===== src/rtl/mc_controller.sv =====
// mc_controller: multi-cycle MIPS main controller sequencing IF/ID/EX/MEM/WB plus a timed MD busy state for mult/div.
module mc_controller #(
   parameter int MULT_CYCLES = 5,
   parameter int DIV_CYCLES  = 10,
   parameter int CNT_W       = 4
) (
   input  logic       clk,
   input  logic       reset,
   input  logic [5:0] opcode,
   input  logic [5:0] funct,
   input  logic       zero,
   output logic       PC_WE,
   output logic       IR_WE,
   output logic [1:0] NPC_SEL,
   output logic       GRF_WE,
   output logic [1:0] GRF_A3_MUX,
   output logic [2:0] GRF_WD_MUX,
   output logic       ALU_B_MUX,
   output logic [1:0] ALUOp,
   output logic [1:0] EXTOp,
   output logic       DM_WE,
   output logic       MD_START,
   output logic       MD_OP,
   output logic       HILO_WE,
   output logic       busy,
   output logic [2:0] state
);
   typedef enum logic [2:0] {S_IF = 3'd0, S_ID = 3'd1, S_EX = 3'd2, S_MEM = 3'd3, S_WB = 3'd4, S_MD = 3'd5} state_e;
   state_e state_q, state_d;
   logic [CNT_W-1:0] cnt_q, cnt_d;
   logic r_type, is_addu, is_subu, is_jr, is_mult, is_div, is_mfhi, is_mflo;
   logic is_ori, is_lw, is_sw, is_beq, is_lui, is_jal, is_mem, is_md, to_ex;
   assign r_type  = opcode == 6'h00;
   assign is_addu = r_type && funct == 6'h21;
   assign is_subu = r_type && funct == 6'h23;
   assign is_jr   = r_type && funct == 6'h08;
   assign is_mult = r_type && funct == 6'h18;
   assign is_div  = r_type && funct == 6'h1A;
   assign is_mfhi = r_type && funct == 6'h10;
   assign is_mflo = r_type && funct == 6'h12;
   assign is_ori  = opcode == 6'h0D;
   assign is_lw   = opcode == 6'h23;
   assign is_sw   = opcode == 6'h2B;
   assign is_beq  = opcode == 6'h04;
   assign is_lui  = opcode == 6'h0F;
   assign is_jal  = opcode == 6'h03;
   assign is_mem  = is_lw || is_sw;
   assign is_md   = is_mult || is_div;
   assign to_ex   = is_addu || is_subu || is_ori || is_lui || is_mem || is_beq || is_md;
   assign state   = state_q;
   always_ff @(posedge clk or negedge reset) begin
      if (!reset) begin
         state_q <= S_IF;
         cnt_q   <= '0;
      end else begin
         state_q <= state_d;
         cnt_q   <= cnt_d;
      end
   end
   always_comb begin
      state_d    = S_IF;
      cnt_d      = cnt_q;
      PC_WE      = 1'b0;
      IR_WE      = 1'b0;
      NPC_SEL    = 2'd0;
      GRF_WE     = 1'b0;
      GRF_A3_MUX = 2'd0;
      GRF_WD_MUX = 3'd0;
      ALU_B_MUX  = 1'b0;
      ALUOp      = 2'd0;
      EXTOp      = 2'd0;
      DM_WE      = 1'b0;
      MD_START   = 1'b0;
      MD_OP      = 1'b0;
      HILO_WE    = 1'b0;
      busy       = 1'b0;
      case (state_q)
         S_IF: begin
            IR_WE   = 1'b1;
            PC_WE   = 1'b1;
            state_d = S_ID;
         end
         S_ID: begin
            PC_WE      = is_jal || is_jr;
            NPC_SEL    = is_jal ? 2'd2 : is_jr ? 2'd3 : 2'd0;
            GRF_WE     = is_jal;
            GRF_A3_MUX = is_jal ? 2'd2 : 2'd0;
            GRF_WD_MUX = is_jal ? 3'd3 : 3'd0;
            state_d    = (is_mfhi || is_mflo) ? S_WB : to_ex ? S_EX : S_IF;
         end
         S_EX: begin
            ALUOp     = (is_subu || is_beq) ? 2'd1 : is_ori ? 2'd2 : 2'd0;
            ALU_B_MUX = is_ori || is_mem;
            EXTOp     = is_lui ? 2'd2 : is_mem ? 2'd1 : 2'd0;
            PC_WE     = is_beq && zero;
            NPC_SEL   = (is_beq && zero) ? 2'd1 : 2'd0;
            MD_START  = is_md;
            MD_OP     = is_div;
            cnt_d     = is_div ? CNT_W'(DIV_CYCLES - 1) : is_mult ? CNT_W'(MULT_CYCLES - 1) : cnt_q;
            state_d   = is_mem ? S_MEM : is_md ? S_MD : is_beq ? S_IF : S_WB;
         end
         S_MEM: begin
            ALU_B_MUX = 1'b1;
            EXTOp     = 2'd1;
            DM_WE     = is_sw;
            state_d   = is_lw ? S_WB : S_IF;
         end
         S_WB: begin
            GRF_WE     = 1'b1;
            GRF_A3_MUX = (is_ori || is_lui || is_lw) ? 2'd1 : 2'd0;
            GRF_WD_MUX = is_lw ? 3'd1 : is_lui ? 3'd2 : is_mfhi ? 3'd4 : is_mflo ? 3'd5 : 3'd0;
         end
         S_MD: begin
            busy    = 1'b1;
            MD_OP   = is_div;
            HILO_WE = cnt_q == '0;
            cnt_d   = cnt_q == '0 ? cnt_q : cnt_q - 1'b1;
            state_d = cnt_q == '0 ? S_IF : S_MD;
         end
         default: state_d = S_IF;
      endcase
      // reset forces every control quiet, even though the state register already reads IF
      if (!reset) begin
         PC_WE      = 1'b0;
         IR_WE      = 1'b0;
         NPC_SEL    = 2'd0;
         GRF_WE     = 1'b0;
         GRF_A3_MUX = 2'd0;
         GRF_WD_MUX = 3'd0;
         ALU_B_MUX  = 1'b0;
         ALUOp      = 2'd0;
         EXTOp      = 2'd0;
         DM_WE      = 1'b0;
         MD_START   = 1'b0;
         MD_OP      = 1'b0;
         HILO_WE    = 1'b0;
         busy       = 1'b0;
      end
   end
endmodule


===== config.mk =====
export PLATFORM = sky130hd
export DESIGN_NAME = mc_controller
export DESIGN_NICKNAME = d
export VERILOG_FILES = /design/src/rtl/mc_controller.sv
export SDC_FILE = /design/constraint.sdc
export NUM_CORES = 1
export LEC_CHECK = 0
export CORE_MARGIN = 2
export CORE_UTILIZATION = 43
export DETAILED_ROUTE_END_ITERATION = 10
export PLACE_DENSITY = 0.84
export RECOVER_POWER = 25
export SYNTH_ARGS = -nofsm -noshare
export SYNTH_HDL_FRONTEND = slang
export SYNTH_SLANG_ARGS = --single-unit

===== constraint.sdc =====
create_clock -name clk -period 3.5 [get_ports clk]
set_clock_uncertainty 0.05 [all_clocks]
set_input_delay 0.7 -clock clk [delete_from_list [all_inputs] [get_ports clk]]
set_output_delay 0.7 -clock clk [all_outputs]
set_load 0.02 [all_outputs]

==> run metrics <==
status=finished, final reports clean; Hold-fix buffers, CTS=0; Port Buffers=37; commonest non-fill, non-tap cell in the layout=clkdlybuf4s50_1; clk slew on worst S/H paths=0.05 ns; core footprint=1940 sq um; Hold Path Class=reg2reg; hold slack=between 0.4 and 0.5 ns; antenna violations before repair=0; Final Cell Area=about 1400 sq um; placement-stage cell area=around 1400 sq um; fin cells=around 210; Yosys cell types=45; final setup vio count=0; Synth-to-Final Area Change=61.8%; Syn Area/Cell=roughly 7.1 sq um; sequential share of the synthesized area=0.200; Setup crit end kind=output pin; DRC Markers=0; CTS Sinks=7; final wirelength=slightly below 3000 microns; Clk Latency, worst-skew pair=~0.26 ns; f_max=slightly below 300 MHz; top_reg_cell synth=dfrtp_1; mapped cell area=a little under 900 sq um; Final period util=0.960; vias in the first global route=1,120; WP data required=approximately 2.8 ns; Seq cells post-synth=7; VDD IR-drop max=approximately 0.25 mV; CTS tree=built; Min Clock Period, post-route=about 3.4 ns; post-synthesis cell count=123; antenna fix cells=0; FP Rows=16; syn nets=140; Pre-Repair DR Iteration Count=5; DIE AREA=around 2400 sq um; CTS Buffer Depth=2; Final Util=0.729; final slew viol count=0; pre-CTS setup slack=-0.279 ns; CP startpoint kind=input pin; leading cell types in the layout, fill and taps excluded=clkdlybuf4s50_1 (21), buf_4 (19), nand2_1 (17), nor2_1 (17), nor3_1 (11); Nets=just under 200; first-pass GRT wire length=approximately 4700 microns; Starting Density=0.450; vias per cell=between 5 and 6; gr ovfl total=0; EDFF count, synth=0; placed cells=slightly above 200; Max-slew headroom=0.701; I/O Pins=38; fill count=approximately 170; Leak Pwr=approximately 0.00067 uW; hpwl dp=approximately 2400 microns; hold depth=2; Post-DRT Antenna Nets=0; RSZ-0062 raised after global routing=false; largest net degree at the start of global routing=13; transition time of the tightest slew-check pin=between 0.4 and 0.5 ns; die width=49.1 microns; worst-case reg-to-reg path depth=6; H-Tree Depth=1; final setup margin=0.139 ns; gpl congestion=0.895; Power Dens Cells=roughly 320 nW/um^2; vias post-DR=1,154; routed len/inst=approximately 14 microns; CP Class=in2out; async set or reset register ratio after synthesis=1.00; Final Hold Viols=0; Yosys warning total=0; CTS root buf=clkbuf_4; layout cells sized above 1=0.183; Worst Path Arrival=roughly 2.6 ns; sequential cell area=between 150 and 200 sq um; Die Y-Extent=approximately 49 microns; max_cap viols=0; gr usage total=0.251; Critical Path Fanout Max=9; CTS buffer count=3; DRT iter0 DRCs=33; footprint of the multi-input gates=~650 sq um
## through the flow
step	total power, uW	setup TNS, ns
CTS	463	0
detailed placement	391	-1.21
floorplan	288	0
global placement	375	-0.956
global route	497	0
finish	459	0
## flip-flops by register name (all words and copies together), names as in the netlist
name   cells
state      3
cnt_q      4
## synth_stat cells, types with 2 or more instances
| master | count | area [sq um] |
|---|---|---|
| nand2_1 | 17 | 63.8 |
| nor2_1 | 17 | 63.8 |
| nor3_1 | 11 | 55.1 |
| dfrtp_1 | 7 | 175 |
| inv_1 | 7 | 26.3 |
| o21ai_0 | 6 | 30.0 |
| nand3_1 | 5 | 25.0 |
| a21oi_1 | 4 | 20.0 |
| and3_1 | 3 | 18.8 |
| o31ai_1 | 3 | 22.5 |
| a31oi_1 | 2 | 12.5 |
| and2_1 | 2 | 12.5 |
| clkbuf_1 | 2 | 7.51 |
| ha_1 | 2 | 25.0 |
| nand2b_1 | 2 | 12.5 |
| nand3b_1 | 2 | 15.0 |
| nor2b_1 | 2 | 12.5 |
| nor3b_1 | 2 | 15.0 |
## routing by layer
| metal | routed length [microns] | global-route usage | vias up |
|---|---|---|---|
| li1 | - | - | 572 |
| met1 | 1140 | 0.247 | 528 |
| met2 | 1570 | 0.491 | 45 |
| met3 | 127 | 0.0399 | 9 |
| met4 | 75 | 0.129 | 0 |
| met5 | 0 | 0 | - |
## repair_timing
action	CTS	global route
setup endpoints to repair	9	7
hold endpoints to repair	0	0
resized for setup	9	11
setup buffers	0	1
## path summary, 6_finish.rpt
path / startpoint / slack [ns] / end
worst max-delay path: reset / 0.14 / HILO_WE
worst min-delay path: cnt_q[1] / 0.46 / cnt_q[1]
worst max register to register: cnt_q[0] / 1.67 / cnt_q[2]
worst min register to register: cnt_q[1] / 0.46 / cnt_q[1]
max in group asynchronous: reset / 2.04 / state[0]
min in group asynchronous: reset / 1.05 / cnt_q[2]
## power breakdown
part,internal [uW],switching [uW],total [uW]
registers,106,40.7,147
clock network,43.6,31.2,74.8
logic,110,127,237
## logic make-up (layout without fill, tap and decap cells)
group / after synthesis / after routing / share of synthesized area
AOI/OAI and AO/OA: 26 / 26 / 0.215
buffers and inverters: 11 / 68 / 0.0572
and+or+nand+nor: 77 / 77 / 0.499
DFF: 7 / 7 / 0.200
adders and majority gates: 2 / 2 / 0.0286
## final cells by class
class,count,area share
Timing Repair Buffer,57,0.356
Multi-Input combinational cell,105,0.459
Sequential cell,7,0.124
Tap cell,27,0.0239
Clock buffer,4,0.0186
Inverter,7,0.0186
## critical path, stage by stage
cell	delay, ns
dlygate4sd3_1	0.68
clkbuf_1	0.40
and3_1	0.22
clkdlybuf4s50_1	0.60
(Power assumes the default switching activity.)
==> edit: new RTL, same flow settings <==
Put a register stage on the output `DM_WE`, with the module's reset. The value now appears one clock later. The other outputs are not delayed to match.
--- a/src/rtl/mc_controller.sv
+++ b/src/rtl/mc_controller.sv
@@ -28,2 +28,4 @@
    typedef enum logic [2:0] {S_IF = 3'd0, S_ID = 3'd1, S_EX = 3'd2, S_MEM = 3'd3, S_WB = 3'd4, S_MD = 3'd5} state_e;
+
+   logic DM_WE_d;
    state_e state_q, state_d;
@@ -71,3 +73,3 @@
       EXTOp      = 2'd0;
-      DM_WE      = 1'b0;
+      DM_WE_d    = 1'b0;
       MD_START   = 1'b0;
@@ -104,3 +106,3 @@
             EXTOp     = 2'd1;
-            DM_WE     = is_sw;
+            DM_WE_d   = is_sw;
             state_d   = is_lw ? S_WB : S_IF;
@@ -132,3 +134,3 @@
          EXTOp      = 2'd0;
-         DM_WE      = 1'b0;
+         DM_WE_d    = 1'b0;
          MD_START   = 1'b0;
@@ -139,2 +141,10 @@
    end
+   always_ff @(posedge clk or negedge reset) begin
+      if (!reset) begin
+         DM_WE <= '0;
+      end else begin
+         DM_WE <= DM_WE_d;
+      end
+   end
+
 endmodule
Formal check against the unedited RTL: not equivalent (Yosys sat finds a counterexample within 4 cycles, from zero or initial values and one cycle with reset low).
==> edit against the original RTL <==
- sequential cell count increased by 1
- cell area is 0.35% higher
- sequential power grew 10%
- clock power is essentially flat
- power rose by 3.4%
- cell count fell by 1.4%
- routed wire length is 4.3% higher
- worst setup slack worse by 51 ps
- area after synthesis increased by 2.9%
- critical endpoint is now NPC_SEL[1]
==> edit: results (changes against the original RTL) <==
status:
  outcome: "finished, final reports clean"  # unchanged
drt:
  dr.pass1.iters: 4  # was 5
  wl_mm: 3.037  # was 2.911 mm
global_route:
  grt_pass1_wl_mm: 4.823  # was 4.698 mm
  grt_pass1_vias: 1127  # was 1120
  track_usage_pct: 24.84  # was 25.06%
worst_setup_path:
  critPathArrivalTime_ps: 2660  # was 2610 ps
  critPathMaxStageDelay_ps: 570  # was 680 ps
  path_delay_family: "simple AND/OR/NAND/NOR gates"  # was buffers and inverters
  cp_slowest_cell: "or4_4"  # was dlygate4sd3_1
  path_max_fanout: 2  # was 9
pwr:
  peakVddDrop_mv: 0.3097  # was 0.2501 mV
  p_leak_nw: 0.6530  # was 0.6707 nW
logic_synthesis:
  seq_area_frac_synth_pct: 22.25  # was 20.03%
  synthAdderAreaFrac_pct: 2.782  # was 2.861%
  syn-num-nets: 141  # was 140
  synth-compound-area-share_pct: 20.86  # was 21.46%
  yosys-top-cells-count: "17 x nand2_1, 17 x nor2_1, 11 x nor3_1"  # unchanged
  ys_top_cells_by_area: "dfrtp_1 22%, nand2_1 7.1%, nor2_1 7.1%"  # was dfrtp_1 20%, nand2_1 7.3%, nor2_1 7.3%
placed_design:
  place.gp.congestion: 0.8316  # was 0.8954
  dp_worst_setup_slack_ps: -264.8  # was -279.2 ps
  dp_hpwl_mm: 2.325  # was 2.440 mm
hold_path:
  min_from: "cnt_q[0]"  # was cnt_q[1]
  min_to: "cnt_q[0]"  # was cnt_q[1]
  hold_path_depth: 1  # was 2
final_layout:
  nFillCells: 178  # was 174
  final_nets: 196  # was 198
  diodes: 0  # unchanged
## edit: cell families after synthesis
group                      count (synthesis)
and+or+nand+nor                           77
AOI/OAI and AO/OA                         26
buffers and inverters                     11
DFF                                        8
adders and majority gates                  2
## edit: metrics by stage
stage,util (%),power [mW],hold slack (ps),std cells,setup TNS (ps)
after floorplan,-,0.2995,354.4,124,0
after global placement,71.75,0.3850,436.9,201,-1062
final,72.39,0.4740,472.7,204,0
after detailed placement,71.75,0.3956,449.1,201,-1379
after CTS,72.51,0.4680,462.1,204,0
after global routing,72.39,0.5014,499.1,204,0
## edit: layer usage
| metal | GRT usage (%) | vias to the layer above | routed length (um) |
|---|---|---|---|
| met5 | 0 | - | 0 |
| met4 | 10.19 | 0 | 75 |
| met3 | 2.727 | 10 | 201 |
| met2 | 44.44 | 61 | 1515 |
| met1 | 29.89 | 549 | 1246 |
| li1 | - | 567 | - |
## edit: how the worst max path moves through the flow
| stage | from | to | slack, ps |
|---|---|---|---|
| 6_report | opcode[2] | NPC_SEL[1] | 90 |
| 5_1_grt | opcode[2] | GRF_WD_MUX[0] | 4 |
| 4_1_cts | opcode[2] | PC_WE | 10 |
| 3_5_place_dp | opcode[2] | PC_WE | -260 |
| 3_3_place_gp | opcode[2] | PC_WE | -220 |
| 2_1_floorplan | opcode[3] | GRF_WD_MUX[0] | 360 |
## edit: layout make-up
cell class              count  area (um2)  area share, %
well taps                  27       33.78          2.379
inverters                   7       26.28          1.850
clock buffers               3       22.52          1.586
repair buffers             54       480.5          33.83
multi-input cells         105       656.9          46.26
flip-flops and latches      8       200.2          14.10
## edit: power groups by stage
stage / Combinational [mW] / Clock (mW) / Sequential, mW
finish: 0.238 / 0.0747 / 0.162
global route: 0.259 / 0.0772 / 0.165
CTS: 0.237 / 0.0735 / 0.158
detailed placement: 0.236 / 0 / 0.159
global placement: 0.228 / 0 / 0.157
floorplan: 0.152 / 0 / 0.147
